<file path="src/rtl/uart_pkg.sv">
// rtl/uart_pkg.sv - shared UART state encoding and bit-level helpers
//
// Contents:
//   uart_rx_state_e - receiver FSM states (also the reference for uart_tx)
//   maj3            - 2-of-3 majority vote
//   calc_parity     - even parity of up to 16 bits, inverted when odd is set
package uart_pkg;

  typedef enum logic [2:0] {
    e_idle,
    e_start,
    e_data,
    e_parity,
    e_stop,
    e_brk_wait
  } uart_rx_state_e;

  function automatic logic maj3(input logic a, input logic b, input logic c);
    return (a & b) | (a & c) | (b & c);
  endfunction

  // Callers zero-extend narrower words; extra zeros do not change parity.
  function automatic logic calc_parity(input logic [15:0] d, input logic odd);
    return (^d) ^ odd;
  endfunction

endpackage

</file>
<file path="src/rtl/uart_baud_tick.sv">
// rtl/uart_baud_tick.sv - divisor counter producing one oversample tick per div_i+1 clocks
//
// Ports:
//   clk_i      clock
//   reset_n_i  synchronous active-low reset
//   restart_i  forces the counter to 0 (phase-aligns ticks to an event)
//   div_i      tick period minus 1, in clock cycles
//   tick_o     high for one cycle when the counter reaches div_i
module uart_baud_tick #(
  parameter int div_width_p = 16
) (
  input  logic                   clk_i,
  input  logic                   reset_n_i,
  input  logic                   restart_i,
  input  logic [div_width_p-1:0] div_i,
  output logic                   tick_o
);

  logic [div_width_p-1:0] cnt_r;

  always_ff @(posedge clk_i) begin
    if (!reset_n_i || restart_i) begin
      cnt_r <= '0;
    end else if (cnt_r == div_i) begin
      cnt_r <= '0;
    end else begin
      cnt_r <= cnt_r + 1'b1;
    end
  end

  assign tick_o = (cnt_r == div_i) && !restart_i;

endmodule

</file>
<file path="src/rtl/uart_rx_ovs.sv">
// rtl/uart_rx_ovs.sv - oversampling UART receiver with majority vote and one-entry output register
//
// Ports:
//   clk_i, reset_n_i  clock, synchronous active-low reset
//   baud_div_i        oversample tick period minus 1 (change only while idle)
//   rx_i              asynchronous serial line, idle high, LSB first
//   data_o, v_o       received word and its valid; held until v_o & ready_and_i
//   ready_and_i       consumer accept
//   parity_err_o      parity mismatch for the held word
//   frame_err_o       a stop bit sampled low for the held word
//   break_o           one-cycle pulse on break detection
//   overrun_o         sticky: a frame was dropped while the holding register was full
//   err_clear_i       clears overrun_o
module uart_rx_ovs
  import uart_pkg::*;
#(
  parameter int div_width_p   = 16,
  parameter int ovs_p         = 16,
  parameter int data_bits_p   = 8,
  parameter int parity_bit_p  = 0,
  parameter int parity_odd_p  = 0,
  parameter int stop_bits_p   = 1,
  parameter int sync_stages_p = 2
) (
  input  logic                   clk_i,
  input  logic                   reset_n_i,
  input  logic [div_width_p-1:0] baud_div_i,
  input  logic                   rx_i,
  output logic [data_bits_p-1:0] data_o,
  output logic                   v_o,
  input  logic                   ready_and_i,
  output logic                   parity_err_o,
  output logic                   frame_err_o,
  output logic                   break_o,
  output logic                   overrun_o,
  input  logic                   err_clear_i
);

  localparam int SW   = $clog2(ovs_p);
  localparam int MAXB = (data_bits_p > stop_bits_p) ? data_bits_p : stop_bits_p;
  localparam int BW   = $clog2(MAXB + 1);

  localparam logic [SW-1:0] S_LO  = SW'(ovs_p / 2 - 1);
  localparam logic [SW-1:0] S_MID = SW'(ovs_p / 2);
  localparam logic [SW-1:0] S_HI  = SW'(ovs_p / 2 + 1);
  localparam logic [SW-1:0] S_END = SW'(ovs_p - 1);
  localparam logic [BW-1:0] B_DATA_LAST = BW'(data_bits_p - 1);
  localparam logic [BW-1:0] B_STOP_LAST = BW'(stop_bits_p - 1);

  logic [sync_stages_p-1:0] sync_r;
  logic                     prev_r;
  logic                     rx_s;

  uart_rx_state_e           state_r;
  logic [SW-1:0]            s_r;
  logic [BW-1:0]            b_r;
  logic [data_bits_p-1:0]   data_r;
  logic [1:0]               samp_r;
  logic                     perr_r, ferr_r, par_r, brk_r;

  logic [data_bits_p-1:0]   hold_data_r;
  logic                     hold_v_r, hold_perr_r, hold_ferr_r, ovr_r;

  logic tick, restart, fall, maj, mid_pt, end_pt, brk_cond, deliver;

  always_ff @(posedge clk_i) begin
    if (!reset_n_i) begin
      sync_r <= '1;
      prev_r <= 1'b1;
    end else begin
      sync_r <= {sync_r[sync_stages_p-2:0], rx_i};
      prev_r <= rx_s;
    end
  end

  assign rx_s = sync_r[sync_stages_p-1];
  assign fall = prev_r && !rx_s;

  // Ticks are phase-locked to the start edge; in e_brk_wait any low level
  // restarts the one-bit-time high qualification.
  assign restart = (state_r == e_idle) || ((state_r == e_brk_wait) && !rx_s);

  uart_baud_tick #(
    .div_width_p(div_width_p)
  ) u_tick (
    .clk_i    (clk_i),
    .reset_n_i(reset_n_i),
    .restart_i(restart),
    .div_i    (baud_div_i),
    .tick_o   (tick)
  );

  assign mid_pt   = (s_r == S_HI);
  assign end_pt   = (s_r == S_END);
  assign maj      = maj3(samp_r[0], samp_r[1], rx_s);
  assign brk_cond = (data_r == '0) && ((parity_bit_p == 0) || !par_r) && !maj;
  assign deliver  = (state_r == e_stop) && tick && mid_pt &&
                    (b_r == B_STOP_LAST) && !brk_cond;

  always_ff @(posedge clk_i) begin
    if (!reset_n_i) begin
      state_r <= e_idle;
      s_r     <= '0;
      b_r     <= '0;
      data_r  <= '0;
      samp_r  <= '0;
      perr_r  <= 1'b0;
      ferr_r  <= 1'b0;
      par_r   <= 1'b0;
      brk_r   <= 1'b0;
    end else begin
      brk_r <= 1'b0;
      if (tick && (s_r == S_LO))  samp_r[0] <= rx_s;
      if (tick && (s_r == S_MID)) samp_r[1] <= rx_s;
      unique case (state_r)
        e_idle: begin
          if (fall) begin
            state_r <= e_start;
            s_r     <= '0;
            b_r     <= '0;
            perr_r  <= 1'b0;
            ferr_r  <= 1'b0;
            par_r   <= 1'b0;
          end
        end
        e_start: begin
          if (tick) begin
            if (mid_pt && maj) begin
              state_r <= e_idle;  // line back high by mid-bit: a glitch
              s_r     <= '0;
            end else if (end_pt) begin
              state_r <= e_data;
              s_r     <= '0;
            end else begin
              s_r <= s_r + 1'b1;
            end
          end
        end
        e_data: begin
          if (tick) begin
            if (mid_pt) data_r <= {maj, data_r[data_bits_p-1:1]};
            if (end_pt) begin
              s_r <= '0;
              if (b_r == B_DATA_LAST) begin
                b_r     <= '0;
                state_r <= (parity_bit_p != 0) ? e_parity : e_stop;
              end else begin
                b_r <= b_r + 1'b1;
              end
            end else begin
              s_r <= s_r + 1'b1;
            end
          end
        end
        e_parity: begin
          if (tick) begin
            if (mid_pt) begin
              par_r  <= maj;
              perr_r <= maj ^ calc_parity(16'(data_r), parity_odd_p != 0);
            end
            if (end_pt) begin
              s_r     <= '0;
              state_r <= e_stop;
            end else begin
              s_r <= s_r + 1'b1;
            end
          end
        end
        e_stop: begin
          if (tick) begin
            if (mid_pt && (b_r == B_STOP_LAST)) begin
              // Final stop bit finishes half a bit early to absorb baud skew.
              s_r <= '0;
              b_r <= '0;
              if (brk_cond) begin
                brk_r   <= 1'b1;
                state_r <= e_brk_wait;
              end else begin
                state_r <= e_idle;
              end
            end else if (end_pt) begin
              s_r <= '0;
              b_r <= b_r + 1'b1;
            end else begin
              if (mid_pt && !maj) ferr_r <= 1'b1;
              s_r <= s_r + 1'b1;
            end
          end
        end
        e_brk_wait: begin
          if (!rx_s) begin
            s_r <= '0;
          end else if (tick) begin
            if (end_pt) begin
              state_r <= e_idle;
              s_r     <= '0;
            end else begin
              s_r <= s_r + 1'b1;
            end
          end
        end
        default: state_r <= e_idle;
      endcase
    end
  end

  // One-entry holding register: a consume in the completion cycle frees the slot.
  always_ff @(posedge clk_i) begin
    if (!reset_n_i) begin
      hold_v_r    <= 1'b0;
      hold_data_r <= '0;
      hold_perr_r <= 1'b0;
      hold_ferr_r <= 1'b0;
      ovr_r       <= 1'b0;
    end else begin
      if (deliver && (!hold_v_r || ready_and_i)) begin
        hold_v_r    <= 1'b1;
        hold_data_r <= data_r;
        hold_perr_r <= perr_r;
        hold_ferr_r <= ferr_r || !maj;
      end else if (hold_v_r && ready_and_i) begin
        hold_v_r <= 1'b0;
      end
      if (deliver && hold_v_r && !ready_and_i) begin
        ovr_r <= 1'b1;
      end else if (err_clear_i) begin
        ovr_r <= 1'b0;
      end
    end
  end

  assign data_o       = hold_data_r;
  assign v_o          = hold_v_r;
  assign parity_err_o = hold_perr_r;
  assign frame_err_o  = hold_ferr_r;
  assign break_o      = brk_r;
  assign overrun_o    = ovr_r;

endmodule

</file>
<file path="config.mk">
export PLATFORM = sky130hd
export DESIGN_NAME = uart_rx_ovs
export DESIGN_NICKNAME = d
export VERILOG_FILES = /design/src/rtl/uart_pkg.sv /design/src/rtl/uart_baud_tick.sv /design/src/rtl/uart_rx_ovs.sv
export SDC_FILE = /design/constraint.sdc
export NUM_CORES = 1
export LEC_CHECK = 0
export CAP_MARGIN = 20
export CELL_PAD_IN_SITES_DETAIL_PLACEMENT = 2
export CELL_PAD_IN_SITES_GLOBAL_PLACEMENT = 2
export CORE_MARGIN = 10
export CORE_UTILIZATION = 34
export CTS_CLUSTER_SIZE = 24
export DETAILED_ROUTE_END_ITERATION = 10
export GPL_TIMING_DRIVEN = 0
export PLACE_DENSITY_LB_ADDON = 0.1
export SLEW_MARGIN = 15
export SYNTH_ARGS = -nofsm -noshare
export SYNTH_HDL_FRONTEND = slang
export SYNTH_HIERARCHICAL = 1
export SYNTH_SLANG_ARGS = --single-unit
</file>
<file path="constraint.sdc">
create_clock -name clk_i -period 3.6 [get_ports clk_i]
set_input_delay 0.36 -clock clk_i [delete_from_list [all_inputs] [get_ports clk_i]]
set_output_delay 0.36 -clock clk_i [all_outputs]
set_load 0.02 [all_outputs]
</file>
Word-level counts from Yosys, hierarchy flattened. Index checks and enable logic that the tools add are counted.

Bits of input ports: 21. Register bits: 55.

$add $sub $neg: 3. Reductions and logical operators: 47. Equality and inequality tests: 29. Mux-type cells: 46. Bitwise operators: 6.

Operators by type and width (count): $mux 4 (14); $mux 3 (15); $ne 2x2->1 const B (14); $pmux 4 s5 (1); $pmux 3 s6 (1); $logic_and 1x1->1 (17); $add 16x1->16 const B (1); $eq 16x16->1 (1); $reduce_xor 16->1 (1); $reduce_and 13->1 (1); $eq 4x4->1 const B (3); $mux 1 (12); $pmux 4 s3 (1); $reduce_and 4->1 (3); $reduce_and 6->1 (2); $add 4x1->4 const B (2); $eq 4x3->1 const B (2); $logic_not 8->1 (1); $reduce_bool 2->1 (4); $logic_not 1->1 (7); $eq 3x2->1 const B (2); $eq 3x3->1 const B (2); $reduce_bool 5->1 (1); $logic_not 4->1 (1); 13 further kinds (22).

Logic depth before layout (Yosys ltp).
Word-level depth: 12. Mapped depth: 13.

Modules after synthesis. Netlist, hierarchy kept.

Modules (own cells, without submodules): uart_rx_ovs (sequential area each 780.7 um2, instances 1, cells each 269, area an instance 2203.4 um2); uart_baud_tick (sequential area each 320.3 um2, instances 1, cells each 102, area an instance 909.6 um2).

Worst setup path before layout. Ideal clock, no wire load.

Path type: register -> register. Start: register u_tick.cnt_r[3]. End: register hold_data_r[1] (netlist: data_o[1]). Cell stages (with the launch flop): 13. Path slack: 0.796 ns. Required time: 3.472 ns. Path buffers: 3. Data arrival time: 2.676 ns. Path through: dfxtp_1 -> buf_6 -> xnor2_1 -> nand4_1 -> nor4_4 -> nor2b_1 -> clkbuf_1 -> nor4bb_1 -> o2111ai_1 -> nor2b_1 -> buf_4 -> mux2i_1 -> nor2_1.

Word-level cells in the longest chain between the ends: 7.

RTL lines: start, declared (RTL line uart_baud_tick.sv:19) `logic [div_width_p-1:0] cnt_r;`; start signal, assigned (RTL line uart_baud_tick.sv:27) `cnt_r <= cnt_r + 1'b1;`; $eq 16x16->1 (RTL line uart_baud_tick.sv:31) `assign tick_o = (cnt_r == div_i) && !restart_i;`; $logic_and 1x1->1 (RTL line uart_baud_tick.sv:31); net tick (RTL line uart_rx_ovs.sv:64) `logic tick, restart, fall, maj, mid_pt, end_pt, brk_cond, deliver;`; $logic_and 1x1->1 (3 in series) (RTL line uart_rx_ovs.sv:97) `assign deliver = (state_r == e_stop) && tick && mid_pt &&`; $logic_and 1x1->1 (RTL line uart_rx_ovs.sv:98) `(b_r == B_STOP_LAST) && !brk_cond;`; $logic_and 1x1->1 (RTL line uart_rx_ovs.sv:216) `if (deliver && (!hold_v_r || ready_and_i)) begin`; end signal, assigned (RTL line uart_rx_ovs.sv:218) `hold_data_r <= data_r;`; end, declared (RTL line uart_rx_ovs.sv:61) `logic [data_bits_p-1:0] hold_data_r;`.

The timed path passes the listed nets, and every way through them passes these cells. A chain may end at the register's enable or synchronous reset.

Final worst setup path.
Start: register u_tick.cnt_r[11]. End: register hold_data_r[4] (netlist: data_o[4]).

Same word-level chain as after synthesis.

==> results by group <==
Timing
  – Final worst setup slack: 0.3581 ns
  – TNS Setup: 0 ns
  – Min Hold Slack: 0.4335 ns
  – Slew at the pin closest to its max-slew limit: 0.8256 ns
  – RSZ-0062 raised after global routing: false
  – Relative slew slack: 44.84%
  – Pins Over Slew Limit: 0
  – Skew final: 0.008170 ns
  – Fmax: 308.5 MHz
  – Fin. Hold Viols: 0
  – Final min period: 3.242 ns
  – Crit share post-route: 90.05%
  – Final setup vio count: 0

Pwr
  – Pint: 0.8624 mW
  – Share of power burned in registers: 54.9%
  – Power Dens Cells: 300.9 nW/um2
  – Sw frac: 22.67%
  – Logic pwr share: 7.2%
  – Power share of the clock group: 37.8%
  – Switch Pwr: 0.2529 mW
  – Leak: 1.231 nW
  – Max IR drop VDD: 0.2258 mV

Clock network
  – Post-CTS Hold Buffers: 0
  – Clk slew on worst S/H paths: 0.10 ns
  – Clock sinks: 55
  – Clock Root Buffer: clkbuf_8
  – CTS Buf Count: 5
  – Clk_lat worst skew: 0.31 ns
  – Max clock buf depth: 2
  – H-tree levels: 2
  – CTS tree: done

Critical path
  – Critical Path Fanout Max: 10
  – Worst path slowest cell: nor4bb_2
  – Max incr delay on CP: 0.39 ns
  – Worst-path cell chain: clkbuf_1 -> xnor2_1 -> nand4_1 -> nor4_4 -> nor2b_1 -> clkbuf_2 -> nor4bb_2 -> o2111ai_1 -> nor2b_1 -> buf_4 -> mux2i_1 -> nor2_1
  – Setup crit end kind: register
  – Crit path DAT: 3.43 ns
  – Critical path required time: 3.79 ns
  – CP Class: reg2reg
  – Startpoint types: register
  – Crit-path most repeated cell: nor2b_1

Drt
  – Drt drc: 0
  – Iter 0 DRT Violations: 99
  – Met1 WL: 4.165 mm
  – Met3 WL: 253 um
  – WL/cell: 17.16 um
  – Routed Antenna Nets: 0
  – DR WL met2: 4.459 mm
  – DR vias/cell: 5.340
  – Uppermost layer routed: met4
  – Vias: 2782
  – Routed wire length: 8.938 mm
  – DRT Pass-1 Iters: 6

Logic synthesis
  – Sequential share of the synthesized area: 35.37%
  – Post-synthesis cell type count: 55
  – Post-Syn Instances: 371
  – Number of synthesized flops with an enable pin: 0
  – Synth Register Bits: 55
  – Ys async rst share: 0%
  – Post-synth top area share: 35.37%
  – Largest cells by area after synthesis: dfxtp_1 35%, xnor2_1 8.7%, mux2i_1 5.8%, nor2_1 5.1%, a21oi_1 4.3%
  – Top cells by instance count after synthesis: 55 x dfxtp_1, 42 x nor2_1, 31 x xnor2_1, 27 x a21oi_1, 22 x nor3_1
  – Syn_area_per_cell: 8.391 um2
  – Top FF cell, synth: dfxtp_1
  – Syn nets: 402
  – YS warnings: 6
  – Post-synthesis instance area: 3113 um2
  – Synth area leader: dfxtp_1
  – Most common cell in the netlist: dfxtp_1

Place
  – DP Area: 3578 um2
  – Post-DP HPWL: 6.932 mm
  – Setup WS pre-CTS: -0.3300 ns
  – Placer Congestion: 0.7955
  – Port-buffer cells: 33

Floorplanning
  – DIE AREA: 13380 um2
  – Core area: 8806 um2
  – Initial Util: 35.35%
  – # IOs: 34
  – Die Y-Extent: 115.7 um
  – Die Width: 115.7 um
  – Row count: 34

Cells and area
  – Share of layout cells above drive strength 1: 7.506%
  – Multi-input gate area: 1795 um2
  – Post-layout net count: 443
  – Fillers: 1014
  – Syn-to-layout area delta: 19.05%
  – Final instance area: 3706 um2
  – Register area: 1101 um2
  – Ant diodes: 0

GRT
  – GRT overflow: 0
  – Total GRT Usage: 13.95%
  – First-pass GRT wire length: 15.26 mm
  – Pin count of the biggest net entering global routing: 18
  – Vias in the first global route: 2965
  – Initial antenna violation count: 0

Min path
  – Hold Path Class: reg2reg

Status
  – Run status: finished clean

Flow run
  – Max cap viols: 0
-- critical path: cells and delay by family (launching register included) --
family                    cells  cell delay [ns]
and+or+nand+nor               6             1.42
xor gates and xnor gates      1             0.16
buffers and inverters         3             0.75
AOI/OAI and AO/OA             1             0.23
DFF                           1             0.32
muxes                         1             0.24
-- power by group through the flow --
| stage | clock, mW | sequential (mW) | combinational [mW] |
|---|---|---|---|
| 2_1_floorplan | 0 | 0.626 | 0.0435 |
| 3_3_place_gp | 0 | 0.626 | 0.0799 |
| 3_5_place_dp | 0 | 0.627 | 0.0815 |
| 4_1_cts | 0.443 | 0.613 | 0.0820 |
| 5_1_grt | 0.466 | 0.613 | 0.0887 |
| 6_report | 0.422 | 0.612 | 0.0808 |
-- sequential cells by signal (all words and copies together) (netlist names) --
name	count
u_tick/cnt_r	16
data_o	8
data_r	8
b_r	4
s_r	4
state_r	3
samp_r	2
sync_r	2
break_o	1
ferr_r	1
frame_err_o	1
overrun_o	1
parity_err_o	1
perr_r	1
prev_r	1
v_o	1
-- timing repair --
action | CTS | global route
cloned | 0 | 0
resized for setup | 0 | 5
buffers inserted | 1 | 0
setup endpoints to repair | 1 | 12
pin swaps | 1 | 0
-- per-stage QoR --
stage	power (mW)	util, %	instances
floorplan	0.6695	-	371
global placement	0.7064	40.64	512
detailed placement	0.7081	40.64	512
CTS	1.137	41.99	521
global route	1.167	42.09	521
finish	1.115	42.09	521
-- area by class of cell --
cell class	count	share of cell area, %
Tap cell	108	3.646
Multi-Input combinational cell	269	48.45
Inverter	20	2.026
Buffer	27	4.051
Clock buffer	6	1.958
Timing Repair Buffer	34	9.115
Sequential cell	55	29.71
Clock inverter	2	1.047
-- routing by layer --
metal / up-vias / global-route usage, %
met5: - / 0
met1: 1379 / 17.70
met4: 0 / 2.752
met2: 27 / 24.37
li1: 1371 / -
met3: 5 / 2.326
-- placed cells by master (no fill, tap or decap), types with 2 or more instances in the layout --
cell type and instances:
a22o_1 2, inv_1 20, buf_2 2, xnor2_1 31, buf_6 4, nand2_1 20
nor2b_1 3, a311oi_1 3, clkdlybuf4s50_1 33, nand4b_1 4, o21ai_0 8, ha_1 10
or3b_2 2, nand4_1 10, mux2i_1 18, clkbuf_2 4, a211oi_1 3, nor3b_1 3
nor3_1 22, nand3_1 13, a21oi_1 27, nand2b_1 9, dfxtp_1 55, xor2_1 3
or3b_1 2, nor2_1 42, clkbuf_8 5, and2_1 2, clkbuf_1 14, or3_1 2
nor4_1 5, buf_4 4
-- path summary, 6_finish.rpt --
path / from / endpoint / slack, ns / cells after the start
hold reg to reg: sync_r[0]$_SDFF_PN1_ / sync_r[1]$_SDFF_PN1_ / 0.43 / 1
setup reg to reg: u_tick/cnt_r[11]$_SDFF_PP0_ / data_o[4]$_SDFFE_PN0P_ / 0.36 / 12
setup / recovery: u_tick/cnt_r[11]$_SDFF_PP0_ / data_o[4]$_SDFFE_PN0P_ / 0.36 / 12
hold / removal: sync_r[0]$_SDFF_PN1_ / sync_r[1]$_SDFF_PN1_ / 0.43 / 1
-- cell families after synthesis --
kind of cell    synth area share (%)
mux                            5.788
xor+xnor                       9.566
simple gates                   26.13
compound gates                 11.66
fa+ha+maj                      4.341
flops                          35.37
buf+inv                        7.154
Note: power is estimated with default switching activity, not from simulation.
